**src/rtl/npa_apb_pkg.sv**
```systemverilog
// rtl/npa_apb_pkg.sv - shared types and helpers for the APB traffic requester family
package npa_apb_pkg;

   localparam int NPA_WAIT_W = 16;
   localparam int NPA_ADDR_W = 32;
   localparam int NPA_DATA_W = 32;
   localparam int NPA_STRB_W = NPA_DATA_W / 8;

   typedef enum logic [1:0] {
      ST_IDLE   = 2'd0,
      ST_SETUP  = 2'd1,
      ST_ACCESS = 2'd2,
      ST_RESP   = 2'd3
   } apb_mst_state_e;

   typedef struct packed {
      logic                  write;
      logic [NPA_ADDR_W-1:0] addr;
      logic [NPA_DATA_W-1:0] wdata;
      logic [NPA_STRB_W-1:0] strb;
   } npa_apb_cmd_t;

   // Wait counts pin at all-ones instead of wrapping back to a small value.
   function automatic logic [NPA_WAIT_W-1:0] npa_sat_inc(input logic [NPA_WAIT_W-1:0] v);
      return (&v) ? v : v + NPA_WAIT_W'(1);
   endfunction

endpackage

```
**src/rtl/npa_sync_fifo.sv**
```systemverilog
// rtl/npa_sync_fifo.sv - single-clock FIFO with registered occupancy count
module npa_sync_fifo #(
   parameter int WIDTH = 8,
   parameter int DEPTH = 4
) (
   input  logic             clk,
   input  logic             rst,
   input  logic             push,
   input  logic [WIDTH-1:0] push_data,
   input  logic             pop,
   output logic [WIDTH-1:0] pop_data,
   output logic             full,
   output logic             empty
);

   localparam int PW = (DEPTH > 1) ? $clog2(DEPTH) : 1;
   localparam logic [PW-1:0] LAST_PTR = PW'(DEPTH - 1);
   localparam logic [PW:0]   DEPTH_C  = (PW + 1)'(DEPTH);

   logic [WIDTH-1:0] mem [DEPTH];
   logic [PW-1:0]    wr_ptr;
   logic [PW-1:0]    rd_ptr;
   logic [PW:0]      count;
   logic             do_push;
   logic             do_pop;

   assign full     = (count == DEPTH_C);
   assign empty    = (count == '0);
   assign do_push  = push & ~full;
   assign do_pop   = pop & ~empty;
   assign pop_data = mem[rd_ptr];

   always_ff @(posedge clk) begin
      if (do_push) begin
         mem[wr_ptr] <= push_data;
      end
   end

   always_ff @(posedge clk) begin
      if (rst) begin
         wr_ptr <= '0;
         rd_ptr <= '0;
         count  <= '0;
      end else begin
         if (do_push) begin
            wr_ptr <= (wr_ptr == LAST_PTR) ? '0 : wr_ptr + PW'(1);
         end
         if (do_pop) begin
            rd_ptr <= (rd_ptr == LAST_PTR) ? '0 : rd_ptr + PW'(1);
         end
         case ({do_push, do_pop})
            2'b10:   count <= count + (PW + 1)'(1);
            2'b01:   count <= count - (PW + 1)'(1);
            default: count <= count;
         endcase
      end
   end

endmodule

```
**src/rtl/apb_traffic_master.sv**
```systemverilog
// rtl/apb_traffic_master.sv - APB4 requester: queued commands in, one response per transfer out
module apb_traffic_master
   import npa_apb_pkg::*;
#(
   parameter int ADDR_WIDTH = 32,
   parameter int DATA_WIDTH = 32,
   parameter int CMD_DEPTH  = 4,
   parameter int TIMEOUT    = 255
) (
   input  logic                    PCLK,
   input  logic                    PRESET,
   input  logic                    cmd_valid,
   output logic                    cmd_ready,
   input  logic                    cmd_write,
   input  logic [ADDR_WIDTH-1:0]   cmd_addr,
   input  logic [DATA_WIDTH-1:0]   cmd_wdata,
   input  logic [DATA_WIDTH/8-1:0] cmd_strb,
   output logic                    rsp_valid,
   input  logic                    rsp_ready,
   output logic [DATA_WIDTH-1:0]   rsp_rdata,
   output logic                    rsp_err,
   output logic                    rsp_timeout,
   output logic [NPA_WAIT_W-1:0]   rsp_wait,
   output logic                    PSEL,
   output logic                    PENABLE,
   output logic                    PWRITE,
   output logic [ADDR_WIDTH-1:0]   PADDR,
   output logic [DATA_WIDTH-1:0]   PWDATA,
   output logic [DATA_WIDTH/8-1:0] PSTRB,
   input  logic [DATA_WIDTH-1:0]   PRDATA,
   input  logic                    PREADY,
   input  logic                    PSLVERR
);

   localparam int STRB_WIDTH = DATA_WIDTH / 8;
   localparam int CMD_WIDTH  = 1 + ADDR_WIDTH + DATA_WIDTH + STRB_WIDTH;
   localparam logic [31:0] TIMEOUT_C = 32'(TIMEOUT);

   apb_mst_state_e          state;
   logic [CMD_WIDTH-1:0]    q_rdata;
   logic                    q_full;
   logic                    q_empty;
   logic                    pop;
   logic                    ready_en;
   logic                    c_write;
   logic [ADDR_WIDTH-1:0]   c_addr;
   logic [DATA_WIDTH-1:0]   c_wdata;
   logic [STRB_WIDTH-1:0]   c_strb;
   logic [NPA_WAIT_W-1:0]   wait_inc;
   logic                    timeout_hit;

   npa_sync_fifo #(
      .WIDTH (CMD_WIDTH),
      .DEPTH (CMD_DEPTH)
   ) u_cmd_q (
      .clk       (PCLK),
      .rst       (PRESET),
      .push      (cmd_valid & cmd_ready),
      .push_data ({cmd_write, cmd_addr, cmd_wdata, cmd_strb}),
      .pop       (pop),
      .pop_data  (q_rdata),
      .full      (q_full),
      .empty     (q_empty)
   );

   // ready_en holds cmd_ready low for the cycle the reset is sampled.
   assign cmd_ready = ready_en & ~q_full;
   assign {c_write, c_addr, c_wdata, c_strb} = q_rdata;
   assign pop = ~q_empty & ((state == ST_IDLE) | ((state == ST_RESP) & rsp_ready));
   assign wait_inc = npa_sat_inc(rsp_wait);
   assign timeout_hit = (TIMEOUT_C != 32'd0) &&
                        ({{(32 - NPA_WAIT_W){1'b0}}, wait_inc} >= TIMEOUT_C);

   always_ff @(posedge PCLK) begin
      if (PRESET) begin
         state       <= ST_IDLE;
         ready_en    <= 1'b0;
         PSEL        <= 1'b0;
         PENABLE     <= 1'b0;
         PWRITE      <= 1'b0;
         PADDR       <= '0;
         PWDATA      <= '0;
         PSTRB       <= '0;
         rsp_valid   <= 1'b0;
         rsp_rdata   <= '0;
         rsp_err     <= 1'b0;
         rsp_timeout <= 1'b0;
         rsp_wait    <= '0;
      end else begin
         ready_en <= 1'b1;
         case (state)
            ST_IDLE: ;
            ST_SETUP: begin
               PENABLE <= 1'b1;
               state   <= ST_ACCESS;
            end
            ST_ACCESS: begin
               if (PREADY) begin
                  PSEL        <= 1'b0;
                  PENABLE     <= 1'b0;
                  rsp_valid   <= 1'b1;
                  rsp_rdata   <= PWRITE ? '0 : PRDATA;
                  rsp_err     <= PSLVERR;
                  rsp_timeout <= 1'b0;
                  state       <= ST_RESP;
               end else begin
                  rsp_wait <= wait_inc;
                  // Deliberate mid-transfer abort so a hung target cannot stall the bench.
                  if (timeout_hit) begin
                     PSEL        <= 1'b0;
                     PENABLE     <= 1'b0;
                     rsp_valid   <= 1'b1;
                     rsp_rdata   <= '0;
                     rsp_err     <= 1'b1;
                     rsp_timeout <= 1'b1;
                     state       <= ST_RESP;
                  end
               end
            end
            ST_RESP: begin
               if (rsp_ready) begin
                  rsp_valid <= 1'b0;
                  state     <= ST_IDLE;
               end
            end
            default: state <= ST_IDLE;
         endcase

         // A pop from IDLE or from a completing RESP both launch SETUP next cycle.
         if (pop) begin
            PADDR    <= c_addr;
            PWRITE   <= c_write;
            PWDATA   <= c_wdata;
            PSTRB    <= c_write ? c_strb : '0;
            PSEL     <= 1'b1;
            PENABLE  <= 1'b0;
            rsp_wait <= '0;
            state    <= ST_SETUP;
         end
      end
   end

endmodule

```
**config.mk**
```make
export PLATFORM = sky130hd
export DESIGN_NAME = apb_traffic_master
export DESIGN_NICKNAME = d
export VERILOG_FILES = /design/src/rtl/npa_apb_pkg.sv /design/src/rtl/npa_sync_fifo.sv /design/src/rtl/apb_traffic_master.sv
export SDC_FILE = /design/constraint.sdc
export NUM_CORES = 1
export LEC_CHECK = 0
export CAP_MARGIN = 20
export CORE_MARGIN = 2
export CORE_UTILIZATION = 49
export DETAILED_ROUTE_END_ITERATION = 10
export PLACE_DENSITY = 0.85
export SETUP_SLACK_MARGIN = 0.2
export SLEW_MARGIN = 10
export SYNTH_ARGS = -nofsm -noshare
export SYNTH_HDL_FRONTEND = slang
export SYNTH_SLANG_ARGS = --single-unit
```
**constraint.sdc**
```tcl
create_clock -name PCLK -period 2.7 [get_ports PCLK]
set_input_delay 0.54 -clock PCLK [delete_from_list [all_inputs] [get_ports PCLK]]
set_output_delay 0.54 -clock PCLK [all_outputs]
set_load 0.01 [all_outputs]
```
==> results.ini <==
[run_status]
status=complete, no violations

[cts]
cts_hold_buf=0
cts_buffer_depth=3
cts.clk_slew.worst_paths_ns=0.07
cts_tree=yes
cts_buffers=42
cts_root_buffer=clkbuf_16
clock_latency_ns=0.52
clock_sinks=410
htreeDepth=2

[global_routing]
overflow=0
antenna_found_initial=7
grt_max_degree=47
grt_pass1_wl_um=53300
grt_pass1_vias=9721
grt_usage_pct=20.8

[critical_path]
critical_path_buf_inv_count=3
r2r-start=rsp_wait[0]$_SDFFE_PP0P_
path_class=flip-flop to flip-flop
max_stage_delay_ns=0.33
path_cells=buf_4, nand4_1, buf_4, buf_4, o21ai_0, a211o_1, a22oi_2, nand4_2, nor4b_1, a311o_1
cp-startpoint=rsp_wait[0]$_SDFFE_PP0P_
cpLargestDelayFamily=compound AO/OA/AOI/OAI gates
worstSetupStartpointType=flip-flop
arrival_ns=2.86
ff2ff_setup_slack_ns=0.24
endpoint_kind=flip-flop
cp_common_cell=buf_4
worstPathRequired_ns=3.10
cp_max_fo=7
crit_path_top_delay_cell=a22oi_2

[yosys]
synth-async-reset-ratio_pct=0
syn_nets=1147
ys_ff_latch=410
postSynthCellCount=1027
synth_cell_types=55
mappedNetlistArea_mm2=0.0154
synthMostInstantiatedCell=edfxtp_1
synthTopCellsByArea=edfxtp_1, dfxtp_1, mux4_2
yosys-top-cells-count=edfxtp_1, nand2_1, dfxtp_1
yosys.area.top_type=edfxtp_1
synth_edf_count=276
ys_seq_area_share_pct=71.4
postSynthAreaPerCell_um2=15.0
yosysWarnings=0
synth_top_cell_area_share_pct=53.9
ys.flop_type=edfxtp_1

[cells_and_area]
seq_area_mm2=0.0110
drive_gt1_share_pct=15.4
multi_input_area_mm2=0.00416
nNetsFinal=1392
area_growth_pct=28.8
fillers=2152

[timing]
period_needed_ns=2.46
fin_setup_tns_ns=0
slew_viol_final=0
fmaxAchievable_mhz=407
post-route-period-util_pct=91.1
setup_viol_count_final=0
hold_viol_final=0
rsz0062_at_grt=true
whs_ns=0.452
finClkSkew_ns=0.0136
relSlewSlack_pct=55.3
tightest_slew_ns=0.671

[drt]
vias=9536
ant_nets=0
wire_per_inst_um=20.3
drt_iter0_markers=679
wirelength_um=34500
firstDrtPassIters=7
vias_per_cell=5.60
drc_errors=0

[run]
drv_cap=0

[floorplanning]
start_util_pct=50.0
dieArea_mm2=0.0328
die_x_um=181
io_pins=230
core_area_mm2=0.0307
die_y_um=181
fp-row-count=64

[placed_design]
routabilityCongestion=0.890
io_buffer_count=229
hpwlAfterDp_um=20900

[power_and_ir_drop]
p_leak_nw=6.52
peakVddDrop_mv=0.640
powerDensity_mw_per_mm2=897

[worst_hold_path]
hold_path.class=flip-flop to flip-flop
hold_start=rsp_rdata[5]$_SDFFE_PP0P_

==> sequential cells by signal, indices dropped and copies added (netlist names), 2 cells and up, named ones only <==
register        flops
PSTRB               4
state               2
PWDATA             32
rsp_wait           16
u_cmd_q.rd_ptr      2
rsp_rdata          32
u_cmd_q.mem       276
u_cmd_q.count       3
u_cmd_q.wr_ptr      2
PADDR              32
==> power by group <==
group / total [mW] / internal (mW) / switching, mW
sequential: 7.92 / 7.42 / 0.495
combinational: 4.25 / 2.02 / 2.23
clock: 5.59 / 3.32 / 2.28
==> cells in the final DEF (no fill, tap or decap), types with 8 or more instances in the layout <==
cell type,netlist,layout
nand2_1,175,175
clkdlybuf4s50_1,0,227
o21ai_0,27,27
mux4_2,69,69
inv_1,14,13
dfxtp_2,0,8
xor2_1,8,8
buf_4,1,22
clkbuf_1,43,11
a21oi_1,78,78
dfxtp_1,134,124
clkbuf_16,0,45
edfxtp_1,276,276
buf_12,0,13
clkinv_2,0,8
ha_1,12,11
nand3_1,46,45
o21ai_1,12,12
nor2_1,26,26
==> path summary, 6_finish.rpt <==
| path | cells past startpoint | to |
|---|---|---|
| hold reg to reg | 2 | rsp_rdata[5]$_SDFFE_PP0P_ |
| setup / recovery | 10 | rsp_valid$_SDFFE_PP0P_ |
| hold / removal | 2 | rsp_rdata[5]$_SDFFE_PP0P_ |
| setup reg to reg | 10 | rsp_valid$_SDFFE_PP0P_ |
==> routing by layer <==
| layer | vias up | track usage, % | part of all wire (%) |
|---|---|---|---|
| li1 | 4353 | - | - |
| met1 | 4727 | 25.9 | 40 |
| met2 | 391 | 36.1 | 50 |
| met3 | 57 | 5.12 | 7.8 |
| met4 | 8 | 6.05 | 2.0 |
| met5 | - | 0 | 0.14 |
==> cell families after synthesis <==
group	count (synthesis)	share of synthesized area (%)
flip-flops	410	71.4
AND/OR/NAND/NOR	290	8.48
AO/OA/AOI/OAI	148	5.59
buffers and inverters	79	2.21
multiplexers	77	10.6
adder cells (fa/ha/maj)	13	1.11
XOR/XNOR	10	0.570
==> worst reg2reg max path, cell delays in order, from the launching register on <==
cell,delay (ns)
dfxtp_1,0.32
buf_4,0.16
nand4_1,0.09
buf_4,0.16
buf_4,0.12
o21ai_0,0.06
a211o_1,0.31
a22oi_2,0.33
nand4_2,0.23
nor4b_1,0.22
a311o_1,0.33
==> layout make-up <==
class | count | area share [%]
Sequential cell | 410 | 55.5
Multi-Input combinational cell | 538 | 21.0
Timing Repair Buffer | 265 | 13.9
Clock buffer | 60 | 6.12
Tap cell | 396 | 2.50
Clock inverter | 17 | 0.695
Inverter | 15 | 0.284
Antenna cell | 3 | 0.0379
==> repair_timing <==
item,in CTS,in global routing
endpoints found under the setup margin,18,40
setup buffers,3,3
pin swaps,2,4
cloned,0,1
gates resized for setup,3,18
==> per-stage QoR <==
step / instance area (µm²) / setup WS, ns / cells / total power [mW] / utilization (%)
floorplan: 15400 / 0.268 / 1027 / 10.2 / -
global placement: 18300 / 0.0728 / 1617 / 12.1 / 59.6
detailed placement: 18300 / 0.0402 / 1617 / 12.3 / 59.6
CTS: 19700 / 0.206 / 1697 / 17.9 / 64.0
global route: 19800 / 0.158 / 1704 / 18.6 / 64.4
finish: 19800 / 0.241 / 1704 / 17.8 / 64.4
Note: power is estimated with default switching activity, not from simulation.
